===== config.mk =====
export PLATFORM = sky130hd
export DESIGN_NAME = issue_ctrl
export DESIGN_NICKNAME = d
export VERILOG_FILES = /design/src/rtl/issue_ctrl_pkg.sv /design/src/rtl/issue_ctrl_div_seq_fsm.sv /design/src/rtl/issue_ctrl.sv
export SDC_FILE = /design/constraint.sdc
export NUM_CORES = 1
export LEC_CHECK = 0
export BUFFER_PORTS_ARGS = -buffer_cell sky130_fd_sc_hd__buf_2
export CAP_MARGIN = 25
export CORE_ASPECT_RATIO = 2
export CORE_MARGIN = 2
export CORE_UTILIZATION = 45
export CTS_CLUSTER_SIZE = 40
export DETAILED_ROUTE_END_ITERATION = 16
export PLACE_DENSITY = 0.66
export SYNTH_ARGS = -nofsm -noshare
export SYNTH_HDL_FRONTEND = slang
export SYNTH_HIERARCHICAL = 1
export SYNTH_SLANG_ARGS = --single-unit

===== constraint.sdc =====
create_clock -name clk -period 3.73 [get_ports clk]
set_input_delay 0.1865 -clock clk [delete_from_list [all_inputs] [get_ports clk]]
set_output_delay 0.1865 -clock clk [all_outputs]
set_load 0.05 [all_outputs]

===== src/rtl/issue_ctrl_pkg.sv =====
// Shared definitions for the issue controller: divider FSM encodings,
// register-file size and divider counter width.
package issue_ctrl_pkg;

  // Divider sequencer states
  typedef enum logic [1:0] {
    DIV_IDLE = 2'd0,
    DIV_BUSY = 2'd1,
    DIV_DONE = 2'd2
  } div_state_e;

  // Architectural GPR count
  localparam int REG_NUM = 32;

  // Width of the divider latency counter (latency up to 63)
  localparam int DIV_CNT_W = 6;

endpackage : issue_ctrl_pkg


===== src/rtl/issue_ctrl_div_seq_fsm.sv =====
// Fixed-latency divider sequencer: IDLE -> BUSY (DIV_LAT cycles) -> DONE
// (one cycle) -> IDLE. A flush abandons the division without a done pulse.
module div_seq_fsm
  import issue_ctrl_pkg::*;
#(
  parameter int DIV_LAT = 33
) (
  input  logic clk,
  input  logic reset,     // asynchronous, active-low
  input  logic i_start,   // a div issues this cycle
  input  logic i_flush,   // pipeline flush
  output logic o_busy,
  output logic o_done,
  output logic o_idle
);

  // Counter reload: BUSY lasts cnt+1 cycles, so load latency minus one
  localparam logic [DIV_CNT_W-1:0] LP_CNT_INIT = DIV_CNT_W'(DIV_LAT - 1);

  div_state_e            r_state;
  div_state_e            w_state_next;
  logic [DIV_CNT_W-1:0]  r_cnt;
  logic [DIV_CNT_W-1:0]  w_cnt_next;

  // State and counter registers
  always_ff @(posedge clk or negedge reset) begin
    if (!reset) begin
      r_state <= DIV_IDLE;
      r_cnt   <= '0;
    end else begin
      r_state <= w_state_next;
      r_cnt   <= w_cnt_next;
    end
  end

  // Next-state and counter logic; flush overrides everything
  always_comb begin
    w_state_next = r_state;
    w_cnt_next   = r_cnt;
    if (i_flush) begin
      w_state_next = DIV_IDLE;
      w_cnt_next   = '0;
    end else begin
      case (r_state)
        DIV_IDLE: begin
          if (i_start) begin
            w_state_next = DIV_BUSY;
            w_cnt_next   = LP_CNT_INIT;
          end
        end
        DIV_BUSY: begin
          if (r_cnt == '0) begin
            w_state_next = DIV_DONE;
          end else begin
            w_cnt_next = r_cnt - 1'b1;
          end
        end
        DIV_DONE: begin
          w_state_next = DIV_IDLE;
        end
        default: begin
          w_state_next = DIV_IDLE;
          w_cnt_next   = '0;
        end
      endcase
    end
  end

  assign o_busy = (r_state == DIV_BUSY);
  assign o_done = (r_state == DIV_DONE);
  assign o_idle = (r_state == DIV_IDLE);

endmodule : div_seq_fsm


===== src/rtl/issue_ctrl.sv =====
// Issue controller: register scoreboard with write-through bypass of the
// retiring writeback, issue/stall decision for the IS head, and sequencing
// of the multi-cycle divider.
module issue_ctrl
  import issue_ctrl_pkg::*;
#(
  parameter int DIV_LAT = 33,
  parameter int NREG    = REG_NUM
) (
  input  logic            clk,
  input  logic            reset,      // asynchronous, active-low
  input  logic            flush,
  input  logic            is_valid,
  input  logic [4:0]      is_rj,
  input  logic [4:0]      is_rkd,
  input  logic [4:0]      is_dest,
  input  logic            is_gr_we,
  input  logic            is_div,
  input  logic            es_allowin,
  input  logic            wb_valid,
  input  logic [4:0]      wb_dest,
  input  logic            wb_gr_we,
  output logic            is_issue,
  output logic            is_stall,
  output logic            div_busy,
  output logic            div_done,
  output logic [NREG-1:0] pend_vec
);

  logic [NREG-1:0] r_pend;
  logic [NREG-1:0] w_pend_next;
  logic [NREG-1:0] w_set;     // issue marks destination pending
  logic [NREG-1:0] w_clr;     // writeback retires destination
  logic [NREG-1:0] w_eff;     // pending after same-cycle writeback bypass
  logic            w_div_idle;
  logic            w_issue;

  // Per-register set/clear decode and next-state; r0 is never tracked
  generate
    for (genvar gi = 0; gi < NREG; gi++) begin : g_sb
      if (gi == 0) begin : g_r0
        assign w_set[gi]       = 1'b0;
        assign w_clr[gi]       = 1'b0;
        assign w_pend_next[gi] = 1'b0;
      end else begin : g_rn
        assign w_set[gi] = w_issue & is_gr_we & (is_dest == 5'(gi));
        assign w_clr[gi] = wb_valid & wb_gr_we & (wb_dest == 5'(gi));
        // flush beats everything; a new set beats a same-cycle retire
        assign w_pend_next[gi] = flush     ? 1'b0 :
                                 w_set[gi] ? 1'b1 :
                                 w_clr[gi] ? 1'b0 : r_pend[gi];
      end
    end
  endgenerate

  assign w_eff = r_pend & ~w_clr;

  // Zero-latency issue decision; held low while reset is asserted
  assign w_issue = reset & is_valid & es_allowin
                 & ~w_eff[is_rj] & ~w_eff[is_rkd]
                 & ~(is_gr_we & w_eff[is_dest])
                 & ~(is_div & ~w_div_idle)
                 & ~flush;

  // Scoreboard register
  always_ff @(posedge clk or negedge reset) begin
    if (!reset) begin
      r_pend <= '0;
    end else begin
      r_pend <= w_pend_next;
    end
  end

  div_seq_fsm #(
    .DIV_LAT (DIV_LAT)
  ) u_div_seq (
    .clk     (clk),
    .reset   (reset),
    .i_start (w_issue & is_div),
    .i_flush (flush),
    .o_busy  (div_busy),
    .o_done  (div_done),
    .o_idle  (w_div_idle)
  );

  assign is_issue = w_issue;
  assign is_stall = reset & is_valid & ~w_issue;
  assign pend_vec = r_pend;

endmodule : issue_ctrl


# --- Word-level counts from Yosys, hierarchy flattened ---
# Index checks and enable logic that the tools add are counted.
totals:
  reg_bits: 39
  input_bits: 29
  out_inout_bits: 36
  word_cells: 331
op_classes:
  add_sub_neg: 1
  magnitude_cmp: 3
  eq_ne: 68
  muxes: 107
  bitwise: 84
  n_reduce_logical: 35
ops:
  columns: ["operator", "n"]
  rows:
  - ["5-bit == test (second input constant)", 32]
  - ["1-bit 2-to-1 mux", 96]
  - ["3-bit nonzero test", 31]
  - ["5-bit by 4-bit == test with 1-bit output (second input constant)", 16]
  - ["1-bit AND", 75]
  - ["5-bit by 3-bit == test with 1-bit output (second input constant)", 8]
  - ["32-bit AND", 1]
  - ["32-bit NOT", 1]
  - ["5-bit by 2-bit == test with 1-bit output (second input constant)", 4]
  - ["5-bit by 6-bit < comparator with 1-bit output (second input constant)", 3]
  - ["6-bit 2-to-1 mux", 3]
  - ["6-bit one-hot mux with 3 select lines", 1]
  - ["1-bit binary-select mux with 5-bit select", 3]
  - ["5-bit by 1-bit == test with 1-bit output (second input constant)", 2]
  - ["1-bit NOT", 7]
  - ["6-bit zero test", 1]
  - ["2-bit 2-to-1 mux", 3]
  - ["3-bit by 2-bit != test with 1-bit output (second input constant)", 2]
  - ["6-bit by 1-bit subtractor with 6-bit output (second input constant)", 1]
  - ["2-bit one-hot mux with 2 select lines", 1]
  - ["3-bit != test (second input constant)", 1]
  - ["3-bit AND reduction", 1]
  - ["2-bit by 1-bit == test with 1-bit output (second input constant)", 1]
  - ["2-bit == test (second input constant)", 1]
  - ["other kinds (3)", 3]

# --- Depth between registers and ports, before layout ---
# Gate-level depths: netlist of the first run.
depth:
  word_depth: 16
  depth_mapped: 14
  depth_no_buf: 11

# --- Hierarchy ---
# The synthesis of the first run kept the hierarchy.
by_module_without_submodules:
  columns: ["mod", "instances", "cells_each", "area_each_um2", "seq_area_each_um2"]
  rows:
  - ["issue_ctrl", 1, 371, 3160.5, 775.7]
  - ["div_seq_fsm", 1, 52, 513.0, 200.2]

# --- Worst setup path after synthesis of the first run ---
# OpenSTA, ideal clock, no wires.
synth_path:
  kind: "register to register"
  from: "reg r_pend[26], in the netlist pend_vec[26]"
  to: "reg u_div_seq.r_cnt[0]"
  setup_time_ns: 0.119
  arrival_time_ns: 2.730
  required_ns: 3.611
  slack_ns: 0.881
  path_stages_with_launch: 12
  n_path_buf: 0
  period_less_slack_ns: 2.849
  path_cell_list: "dfrtp_1 -> mux4_2 -> nand4b_1 -> a41o_1 -> o211ai_1 -> nor4_4 -> nand2_2 -> nor3_1 -> nor2b_1 -> nor3_1 -> o21bai_1 -> a21o_2"
synth_via:
  elab_chain_cells: 12
  word_cells_on_any_way: 19
  classes_between: "eq/ne (1); mux (6); bitwise (11); reduce/logical (1)"
synth_rtl:
  columns: ["element", "line", "rtl"]
  rows:
  - ["from (decl)", "issue_ctrl.sv:30", "logic [NREG-1:0] r_pend;"]
  - ["from (signal assigned)", "issue_ctrl.sv:70", "r_pend <= w_pend_next;"]
  - ["32-bit AND *", "issue_ctrl.sv:56", "assign w_eff = r_pend & ~w_clr;"]
  - ["1-bit binary-select mux with 5-bit select", "issue_ctrl.sv:60", "& ~w_eff[is_rj] & ~w_eff[is_rkd]"]
  - ["1-bit 2-to-1 mux (implied by the code)", "issue_ctrl.sv:60", null]
  - ["1-bit NOT", "issue_ctrl.sv:60", null]
  - ["1-bit AND (2 in a row)", "issue_ctrl.sv:60", null]
  - ["1-bit AND *", "issue_ctrl.sv:61", "& ~(is_gr_we & w_eff[is_dest])"]
  - ["1-bit AND *", "issue_ctrl.sv:62", "& ~(is_div & ~w_div_idle)"]
  - ["1-bit AND *", "issue_ctrl.sv:63", "& ~flush;"]
  - ["1-bit AND *", "issue_ctrl.sv:79", ".i_start (w_issue & is_div),"]
  - ["3-bit by 2-bit != test with 1-bit output (no line) *", null, null]
  - ["3-bit AND reduction (no line) *", null, null]
  - ["to (signal assigned)", "issue_ctrl_div_seq_fsm.sv:32", "r_cnt <= w_cnt_next;"]
  - ["to (decl)", "issue_ctrl_div_seq_fsm.sv:22", "logic [DIV_CNT_W-1:0] r_cnt;"]
# Every way passes the cells marked *; elsewhere a longest branch is shown, timed or not. The select of a mux whose other input is x is not followed.
# A chain may end at the register's enable or synchronous reset.

# --- Worst setup path after layout of the first run ---
layout_path:
  from: "in wb_dest[3]"
  to: "reg u_div_seq.r_cnt[0]"
layout_via:
  elab_chain_cells: 15
  word_cells_on_any_way: 82
  classes_between: "eq/ne (32); mux (6); bitwise (43); reduce/logical (1)"
layout_rtl:
  columns: ["element", "line", "rtl"]
  rows:
  - ["from (decl)", "issue_ctrl.sv:21", "input logic [4:0] wb_dest,"]
  - ["5-bit by 1-bit == test with 1-bit output (tied with other cells)", "issue_ctrl.sv:47", "assign w_clr[gi] = wb_valid & wb_gr_we & (wb_dest == 5'(gi));"]
  - ["1-bit AND", "issue_ctrl.sv:47", null]
  - ["32-bit NOT *", "issue_ctrl.sv:56", null]
  - ["32-bit AND *", "issue_ctrl.sv:56", null]
  - ["1-bit binary-select mux with 5-bit select", "issue_ctrl.sv:60", null]
  - ["1-bit 2-to-1 mux (implied by the code)", "issue_ctrl.sv:60", null]
  - ["1-bit NOT", "issue_ctrl.sv:60", null]
  - ["1-bit AND (2 in a row)", "issue_ctrl.sv:60", null]
  - ["1-bit AND *", "issue_ctrl.sv:61", null]
  - ["1-bit AND *", "issue_ctrl.sv:62", null]
  - ["1-bit AND *", "issue_ctrl.sv:63", null]
  - ["1-bit AND *", "issue_ctrl.sv:79", null]
  - ["3-bit by 2-bit != test with 1-bit output (no line) *", null, null]
  - ["3-bit AND reduction (no line) *", null, null]
# Marked as above.

==> flow_summary.toml, run 1 <==
[routing]
postRouteAntennaNets = 0
drcViolationCount = 0
wirelength_um = 15600
vias = 4077
avgViaCountPerCell = 7.05
drtIter0Drc = 315
routedWlPerCell_um = 27.0
drt-pass1-iter-count = 5

[timing]
finalHoldViolCount = 20
whs_ns = -0.00427
fin_skew_ns = 0.00563
maxSlewViolCount = 0
finalSetupViolations = 0
fmax_mhz = 299
relSlewSlack_pct = 45.8
tightest_slew_ns = 0.805
rsz0062_at_grt = "no"
fin_crit_ns = 3.35
setup_tns_ns = 0
post-route-period-util_pct = 89.7

[clock_tree]
cts_num_sinks = 39
h-tree-depth = 2
clockRootBuffer = "clkbuf_16"
clock_path_buffers = 2
ctsHoldBuffers = 0
cts_made_buffers = 5
cts.clk_slew.worst_paths_ns = 0.06
clock_latency_ns = 0.30
post_cts_buffers = 0
cts_tree = "done"
ctsResizeCount = 0

[final_layout]
layout.nets = 513
design_area_um2 = 4270
multi_input_area_um2 = 2490
regArea_um2 = 976
final_layout_size_suffix_gt1_share_pct = 26.6
syn_to_final_growth_pct = 16.3
diodes = 0
fillers = 778

[critical_path]
cpMostUsedCell = "nor3_1"
cp_slowest_stage_delay_ns = 0.76
path_cells = "buf_2 -> nand2b_1 -> o31ai_1 -> mux2i_1 -> a211o_1 -> a31oi_1 -> nand2_2 -> nor3_1 -> nor2b_1 -> nor3_1 -> o21bai_1 -> a21o_2"
rr_worst_depth = 12
r2r_slack_ns = 0.67
crit_path_start_kind = "input port"
required_ns = 3.92
worstPathMaxFanout = 8
arrival_ns = 3.53
critPathSlowestCell = "o31ai_1"
crit_path_end_kind = "flop"
critical_path_class = "input port to flop"

[placed_design]
io_buffers = 63
place_congestion = 1.08
dpl.hpwl_um = 12100
place_area_um2 = 4110

[floorplanning]
initial_core_util_pct = 46.3
fp.dieArea_um2 = 8950
die_height_um = 132
rows = 46
io_pins = 65
core_um2 = 7940
fp.dieW_um = 67.9

[yosys]
yosys-top-cells-count = "dfrtp_1 (39), nand2_1 (36), nor2_1 (24), mux2i_1 (23), clkbuf_1 (18)"
synth_nets = 454
yosysTopAreaCell = "dfrtp_1"
synth.top_cell.area_share_pct = 26.6
synth_area_um2 = 3670
synth_cell_types = 78
netlist_instances = 423
async_flop_share_pct = 100
synth_edf_count = 0
ys_seq_area_share_pct = 26.6
ys_warn_count = 6
synthTopCellsByArea = "dfrtp_1 (27%), mux2i_1 (6.3%), nand2_1 (3.7%), mux2_2 (3.1%), o31ai_1 (3.1%)"
avgSynthCellArea_um2 = 8.68
synthFlopType = "dfrtp_1"
ys_seq_elements = 39
yosysMostFrequentCell = "dfrtp_1"

[grt]
antenna_found_initial = 0
grt_pass1_wl_um = 23500
grt_max_degree = 40
overflow = 0
grt_pass1_vias = 4011
grt_util_all_layers_pct = 36.2

[run]
cap_violations = 0

[pwr]
power_density_nw_per_um2 = 269
p_leak_nw = 1.77
irDropWorstVdd_mv = 0.250

[status]
violations = "hold timing"
status = "finished with violations"

[hold_path]
hp-class = "input port to asynchronous set/reset pin"
## final cells by class
class / instances / share of cell area [%]
tap: 96 / 2.81
timing repair buffer: 86 / 11.4
clock buffer: 5 / 2.93
multi-input combinational: 340 / 58.2
sequential: 39 / 22.8
clock inverter: 2 / 0.878
inverter: 10 / 0.878
## cells in the final DEF, fill, tap and decap left out, types with 3 or more instances in the layout
| cell type | count |
|---|---|
| a211oi_1 | 5 |
| a21oi_1 | 5 |
| a311oi_1 | 4 |
| a31oi_1 | 9 |
| and2_1 | 4 |
| buf_2 | 63 |
| buf_4 | 23 |
| clkbuf_16 | 5 |
| dfrtp_1 | 39 |
| inv_1 | 10 |
| mux2_2 | 10 |
| mux2i_1 | 23 |
| nand2_1 | 36 |
| nand2b_1 | 16 |
| nand3_1 | 7 |
| nand3b_1 | 6 |
| nand4_1 | 7 |
| nor2_1 | 24 |
| nor2b_1 | 14 |
| nor3_1 | 10 |
| nor4_1 | 8 |
| o211ai_1 | 9 |
| o21ai_0 | 11 |
| o21ai_1 | 4 |
| o22ai_1 | 15 |
| o311a_1 | 4 |
| o311ai_0 | 10 |
| o31ai_1 | 15 |
| o31ai_2 | 4 |
| o32a_1 | 3 |
| o41ai_1 | 12 |
| or3_1 | 3 |
| xnor2_1 | 3 |
| xor2_1 | 3 |
## stage by stage
step	hold slack, ns	setup slack [ns]	instances	power, W	utilization [%]
2_1_floorplan	-0.109	0.881	423	0.000568	-
6_report	-0.00427	0.385	578	0.00115	53.8
3_5_place_dp	0.322	0.167	571	0.000657	51.7
4_1_cts	0.0148	0.471	578	0.00114	53.8
3_3_place_gp	0.313	0.233	571	0.000656	51.7
5_1_grt	0.0458	0.166	578	0.00118	53.8
## path summary, 6_finish.rpt
check | start | to
worst max-delay path | wb_dest[3] | u_div_seq/r_cnt[0]$_DFFE_PN0P_
worst min-delay path | reset | pend_vec[19]$_DFFE_PN0P_
worst max register to register | u_div_seq/r_state[0]$_DFFE_PN0P_ | u_div_seq/r_cnt[0]$_DFFE_PN0P_
worst min register to register | u_div_seq/r_cnt[1]$_DFFE_PN0P_ | u_div_seq/r_cnt[1]$_DFFE_PN0P_
max in group asynchronous | reset | pend_vec[8]$_DFFE_PN0P_
min in group clk | is_dest[4] | pend_vec[30]$_DFFE_PN0P_
## where the power goes
group	switching (W)	total (W)	internal, W
clock	0.000181	0.000493	0.000312
sequential	0.00000237	0.000427	0.000424
combinational	0.000163	0.000231	0.0000679
## routing by layer
layer  vias to the layer above  wire (µm)  global-route usage, %
li1                       1795          -                      -
met1                      1973       5160                   38.7
met2                       230       7980                   61.1
met3                        79       1000                   4.61
met4                         0       1480                   27.9
met5                         -          0                      0
## flip-flops by register name, indices dropped and copies added (netlist names)
name,cells
u_div_seq/r_cnt,6
pend_vec,31
u_div_seq/r_state,2
## worst max-delay path: cells and delay by family
kind / cells / cell delay [ns]
AO/OA/AOI/OAI: 5 / 1.86
multiplexers: 1 / 0.16
buffers and inverters: 1 / 0.13
AND/OR/NAND/NOR: 5 / 1.17
## kinds of logic (layout without fill, tap and decap cells)
group	after synthesis	in the layout	synth area share (%)
compound gates	136	136	29.6
buf+inv	44	103	5.69
other cells	1	1	0.102
xor+xnor	6	6	1.43
fa+ha+maj	2	2	0.681
flops	39	39	26.6
simple gates	160	160	25.4
mux	35	35	10.6
(Power assumes the default switching activity.)
==> inputs of run 2 (changes only) <==
==> constraint.sdc (replaced) <==
create_clock -name clk -period 4.2 [get_ports clk]
set_input_delay 0.21 -clock clk [delete_from_list [all_inputs] [get_ports clk]]
set_output_delay 0.21 -clock clk [all_outputs]
set_load 0.05 [all_outputs]
==> run 2 against run 1 <==
The flow now finishes without violations; setup slack improved by 0.48 ns; sequential power decreased by 11%; combinational power decreased by 15%; critical path depth increased by 1; first-iteration DRC count increased by 22%; register-to-register slack improved by 0.23 ns; global-route usage increased by 0.53 points; clock skew decreased by 0.0021 ns; final cell count decreased by 2.4%.
==> flow_summary.toml, run 2 (synthesized netlist as in run 1, its figures left out) <==
[routing]
drtIter0Drc = 384
drcViolationCount = 0
wirelength_um = 15700
routedWlPerCell_um = 27.9
postRouteAntennaNets = 0
drt-pass1-iter-count = 5
vias = 4084
avgViaCountPerCell = 7.24

[final_layout]
multi_input_area_um2 = 2490
diodes = 0
largest_reg_flops = 31
regArea_um2 = 976
syn_to_final_growth_pct = 13.0
fillers = 795
final_layout_size_suffix_gt1_share_pct = 24.4
layout_common_cells = "buf_2 (63), dfrtp_1 (39), nand2_1 (36)"
layout.nets = 498
final_common_cell = "buf_2"

[pwr]
clock_power_share_pct = 41.1
p_comb_share_pct = 20.1
power_density_nw_per_um2 = 235
power.total_w = 0.000977
swShare_pct = 31.6
p_switching_w = 0.000309
power.share.sequential_pct = 38.8
p_leak_nw = 1.70
intPower_w = 0.000668
irDropWorstVdd_mv = 0.235

[grt]
grt_util_all_layers_pct = 36.7
antenna_found_initial = 0
overflow = 0
grt_max_degree = 40
grt_pass1_wl_um = 23900
grt_pass1_vias = 4049

[timing]
rsz0062_at_grt = "no"
fin_crit_ns = 3.33
fin_skew_ns = 0.00354
tightest_slew_ns = 0.760
finalHoldViolCount = 0
fmax_mhz = 300
setup_tns_ns = 0
post-route-period-util_pct = 79.4
relSlewSlack_pct = 49.2
maxSlewViolCount = 0
finalSetupViolations = 0

[floorplanning]
io_pins = 65
initial_core_util_pct = 46.3
rows = 46
die_height_um = 132
core_um2 = 7940
fp.dieW_um = 67.9
fp.dieArea_um2 = 8950

[critical_path]
critPathSlowestCell = "o31ai_1"
arrival_ns = 3.52
cp_slowest_stage_delay_ns = 0.55
r2r_slack_ns = 0.90
critical_path_class = "input port to flop"
r2r_end = "u_div_seq/r_cnt[0]$_DFFE_PN0P_"
worstReg2RegStart = "pend_vec[29]$_DFFE_PN0P_"
rr_worst_depth = 11
worstPathMaxFanout = 20
path_cells = "buf_2 -> buf_4 -> nand2b_1 -> o31ai_1 -> mux2i_1 -> a211o_1 -> a31oi_1 -> nand2_2 -> nor3_1 -> nor2b_1 -> nor3_1 -> o21bai_1 -> a21o_2"
required_ns = 4.39
crit_path_start_kind = "input port"
crit_path_end_kind = "flop"
cpMostUsedCell = "nor3_1"

[clock_tree]
cts_num_sinks = 39
cts.clk_slew.worst_paths_ns = 0.06
h-tree-depth = 2
cts_made_buffers = 5
ctsResizeCount = 0
clock_latency_ns = 0.30
post_cts_buffers = 0
cts_tree = "done"
clock_path_buffers = 2
ctsHoldBuffers = 0
clockRootBuffer = "clkbuf_16"

[placed_design]
place_congestion = 1.03
io_buffers = 63
dpl.hpwl_um = 11700

[run]
cap_violations = 0

[status]
status = "complete, no violations"

[hold_path]
hp-class = "input port to asynchronous set/reset pin"
-- run 2: critical path, delay by kind of cell --
| family | cells | cell delay [ns] |
|---|---|---|
| simple gates | 5 | 1.06 |
| mux | 1 | 0.14 |
| buf+inv | 2 | 0.46 |
| compound gates | 5 | 1.63 |
-- run 2: metal layers --
| metal | GRT usage, % | part of all wire [%] |
|---|---|---|
| met1 | 38.8 | 32 |
| met2 | 60.6 | 50 |
| met3 | 7.43 | 7.8 |
| met4 | 28.7 | 9.8 |
| met5 | 0 | 0 |
-- run 2: worst max path at each step --
stage | from | endpoint | slack (ns) | cells after the start
after floorplan | pend_vec[26]$_DFFE_PN0P_ | u_div_seq/r_cnt[0]$_DFFE_PN0P_ | 1.35 | 11
after global placement | wb_dest[0] | u_div_seq/r_cnt[0]$_DFFE_PN0P_ | 0.74 | 13
after detailed placement | wb_dest[0] | u_div_seq/r_cnt[0]$_DFFE_PN0P_ | 0.61 | 13
after CTS | wb_dest[0] | u_div_seq/r_cnt[0]$_DFFE_PN0P_ | 0.91 | 13
after global routing | wb_dest[0] | u_div_seq/r_cnt[0]$_DFFE_PN0P_ | 0.60 | 13
final | wb_dest[0] | u_div_seq/r_cnt[0]$_DFFE_PN0P_ | 0.87 | 13
-- run 2: power by group through the flow --
stage	logic, W	clock network, W	registers (W)
after CTS	0.000190	0.000405	0.000379
after detailed placement	0.000190	0	0.000385
after global routing	0.000207	0.000422	0.000379
final	0.000196	0.000402	0.000379
after global placement	0.000188	0	0.000385
after floorplan	0.000118	0	0.000386
-- run 2: metrics by stage --
stage                     setup slack [ns]  util (%)  area [µm²]  hold WS [ns]  cells
after floorplan                       1.35         -        3670       -0.0856    423
after global placement               0.741      50.3        4000         0.329    556
after detailed placement             0.608      50.3        4000         0.346    556
after CTS                            0.910      52.3        4150        0.0375    564
after global routing                 0.603      52.3        4150        0.0684    564
final                                0.866      52.3        4150        0.0156    564
-- run 2: final cells by class --
cell class	instances	area share (%)
timing repair buffer	71	9.04
clock inverter	2	0.392
sequential	39	23.5
multi-input combinational	340	59.9
clock buffer	6	3.34
tap	96	2.89
inverter	10	0.904
==> inputs of run 3 (changes only) <==
==> constraint.sdc (replaced) <==
create_clock -name clk -period 3.4 [get_ports clk]
set_input_delay 0.17 -clock clk [delete_from_list [all_inputs] [get_ports clk]]
set_output_delay 0.17 -clock clk [all_outputs]
set_load 0.05 [all_outputs]
==> run 3 against run 2 <==
Clock power is 38% higher; setup slack worse by 0.62 ns; sequential share of layout area fell by 1.1 points; first-iteration DRC count is 0.52% lower; flip-flop and latch count did not move; critical path depth fell by 2; sequential power grew 23%; global-route usage decreased by 0.32 points; via count is 3.4% higher; final area increased by 4.8%.
==> flow_summary.toml, run 3 (synthesized netlist as in run 1, its figures left out) <==
[status]
status = "complete, no violations"

[critical_path]
arrival_ns = 3.35
crit_path_end_kind = "flop"
worstPathMaxFanout = 8
crit_path_start_kind = "flop"
r2r_slack_ns = 0.24
path_cells = "nor2_1 -> nor2_1 -> nor4b_1 -> o211ai_1 -> nor4_4 -> nand2_2 -> nor3_1 -> nor2b_1 -> nor3_1 -> o21bai_1 -> a21o_2"
cp_slowest_stage_delay_ns = 0.52
critPathSlowestCell = "nor4b_1"
rr_worst_depth = 11
r2r_end = "u_div_seq/r_cnt[0]$_DFFE_PN0P_"
required_ns = 3.59
worstReg2RegStart = "u_div_seq/r_state[1]$_DFFE_PN0P_"
critical_path_class = "flop to flop"

[placed_design]
post-place-ws_ns = 0.203
place_area_um2 = 4170
io_buffers = 63
place_congestion = 1.05
dpl.hpwl_um = 12200

[timing]
maxSlewViolCount = 0
fmax_mhz = 317
finalHoldViolCount = 0
tightest_slew_ns = 0.674
fin_skew_ns = 0.00421
setup_tns_ns = 0
relSlewSlack_pct = 55.0
whs_ns = 0.236
fin_ws_ns = 0.242
finalSetupViolations = 0
fin_crit_ns = 3.16
post-route-period-util_pct = 92.9
rsz0062_at_grt = "no"

[routing]
vias = 4223
drt-pass1-iter-count = 5
avgViaCountPerCell = 7.18
postRouteAntennaNets = 0
wirelength_um = 15900
drtIter0Drc = 382
drcViolationCount = 0
routedWlPerCell_um = 27.1

[clock_tree]
cts_tree = "done"
clockRootBuffer = "clkbuf_16"
post_cts_buffers = 0
clock_latency_ns = 0.29
cts_num_sinks = 39
clock_path_buffers = 2
cts_made_buffers = 5
h-tree-depth = 2
cts.clk_slew.worst_paths_ns = 0.06

[floorplanning]
initial_core_util_pct = 46.3
rows = 46
core_um2 = 7940
io_pins = 65
die_height_um = 132
fp.dieW_um = 67.9
fp.dieArea_um2 = 8950

[grt]
grt_max_degree = 40
grt_pass1_vias = 4078
antenna_found_initial = 0
overflow = 0
grt_util_all_layers_pct = 36.4
grt_pass1_wl_um = 23500

[final_layout]
design_area_um2 = 4350
multi_input_area_um2 = 2490
layout_common_cells = "buf_2 (63), dfrtp_1 (39), nand2_1 (36)"
regArea_um2 = 976
layout.nets = 522
fillers = 754
syn_to_final_growth_pct = 18.5
diodes = 0
final_common_cell = "buf_2"
final_layout_size_suffix_gt1_share_pct = 27.8
largest_reg_flops = 31

[hold_path]
hold_end = "pend_vec[30]$_DFFE_PN0P_"
hp-class = "input port to flop"
hold_start = "is_dest[4]"
whs_path_depth = 3

[pwr]
power_density_nw_per_um2 = 295
irDropWorstVdd_mv = 0.293
power.total_w = 0.00128
p_leak_nw = 1.82

[run]
cap_violations = 0
[run 3: cell types whose count changed in the layout (fill, tap and decap cells not counted), sizes merged]
cell / before / now
buf: 71 / 94
bufinv: 0 / 1
clkbuf: 6 / 5
clkinv: 1 / 0
dlygate4sd3: 0 / 1
inv: 10 / 11
[run 3: routing by layer]
| metal | up-vias | routed length, µm | GRT usage [%] |
|---|---|---|---|
| li1 | 1812 | - | - |
| met1 | 1968 | 5000 | 37.4 |
| met2 | 338 | 7970 | 59.6 |
| met3 | 105 | 1240 | 6.15 |
| met4 | 0 | 1720 | 32.9 |
| met5 | - | 0 | 0 |
[run 3: per-stage QoR]
stage,instances,utilization (%)
2_1_floorplan,423,-
3_5_place_dp,579,52.5
3_3_place_gp,579,52.5
6_report,588,54.8
4_1_cts,588,54.8
5_1_grt,588,54.8
[run 3: timing repair]
action / 4_1_cts / 5_1_grt
hold buffers: 1 / 0
gates resized for setup: 0 / 0
endpoints found under the hold margin: 39 / 0
[run 3: worst max path at each step]
stage	cells past startpoint	to	slack (ns)	startpoint
after CTS	11	u_div_seq/r_cnt[0]$_DFFE_PN0P_	0.33	u_div_seq/r_state[1]$_DFFE_PN0P_
after floorplan	11	u_div_seq/r_cnt[0]$_DFFE_PN0P_	0.55	pend_vec[26]$_DFFE_PN0P_
after detailed placement	13	u_div_seq/r_cnt[0]$_DFFE_PN0P_	0.20	wb_dest[0]
after global routing	11	u_div_seq/r_cnt[0]$_DFFE_PN0P_	0.06	u_div_seq/r_state[1]$_DFFE_PN0P_
after global placement	13	u_div_seq/r_cnt[0]$_DFFE_PN0P_	0.26	wb_dest[0]
final	11	u_div_seq/r_cnt[0]$_DFFE_PN0P_	0.24	u_div_seq/r_state[1]$_DFFE_PN0P_
[run 3: power by group]
group	internal, W	leakage [nW]	switching [W]	total (W)
clock network	0.000349	0.0804	0.000208	0.000556
registers	0.000465	0.545	0.00000172	0.000467
logic	0.0000766	1.20	0.000183	0.000260
[run 3: final cells by class]
type | count | area share, %
multi-input cells | 340 | 57.2
flip-flops and latches | 39 | 22.4
clock inverters | 3 | 1.06
clock buffers | 5 | 2.88
inverters | 10 | 0.863
well taps | 96 | 2.76
repair buffers | 95 | 12.8
[run 3: worst max-delay path: cells and delay by family (launching register included)]
kind               cells  cell delay, ns
DFF                    1            0.48
AOI/OAI and AO/OA      3            0.70
and+or+nand+nor        8            1.87
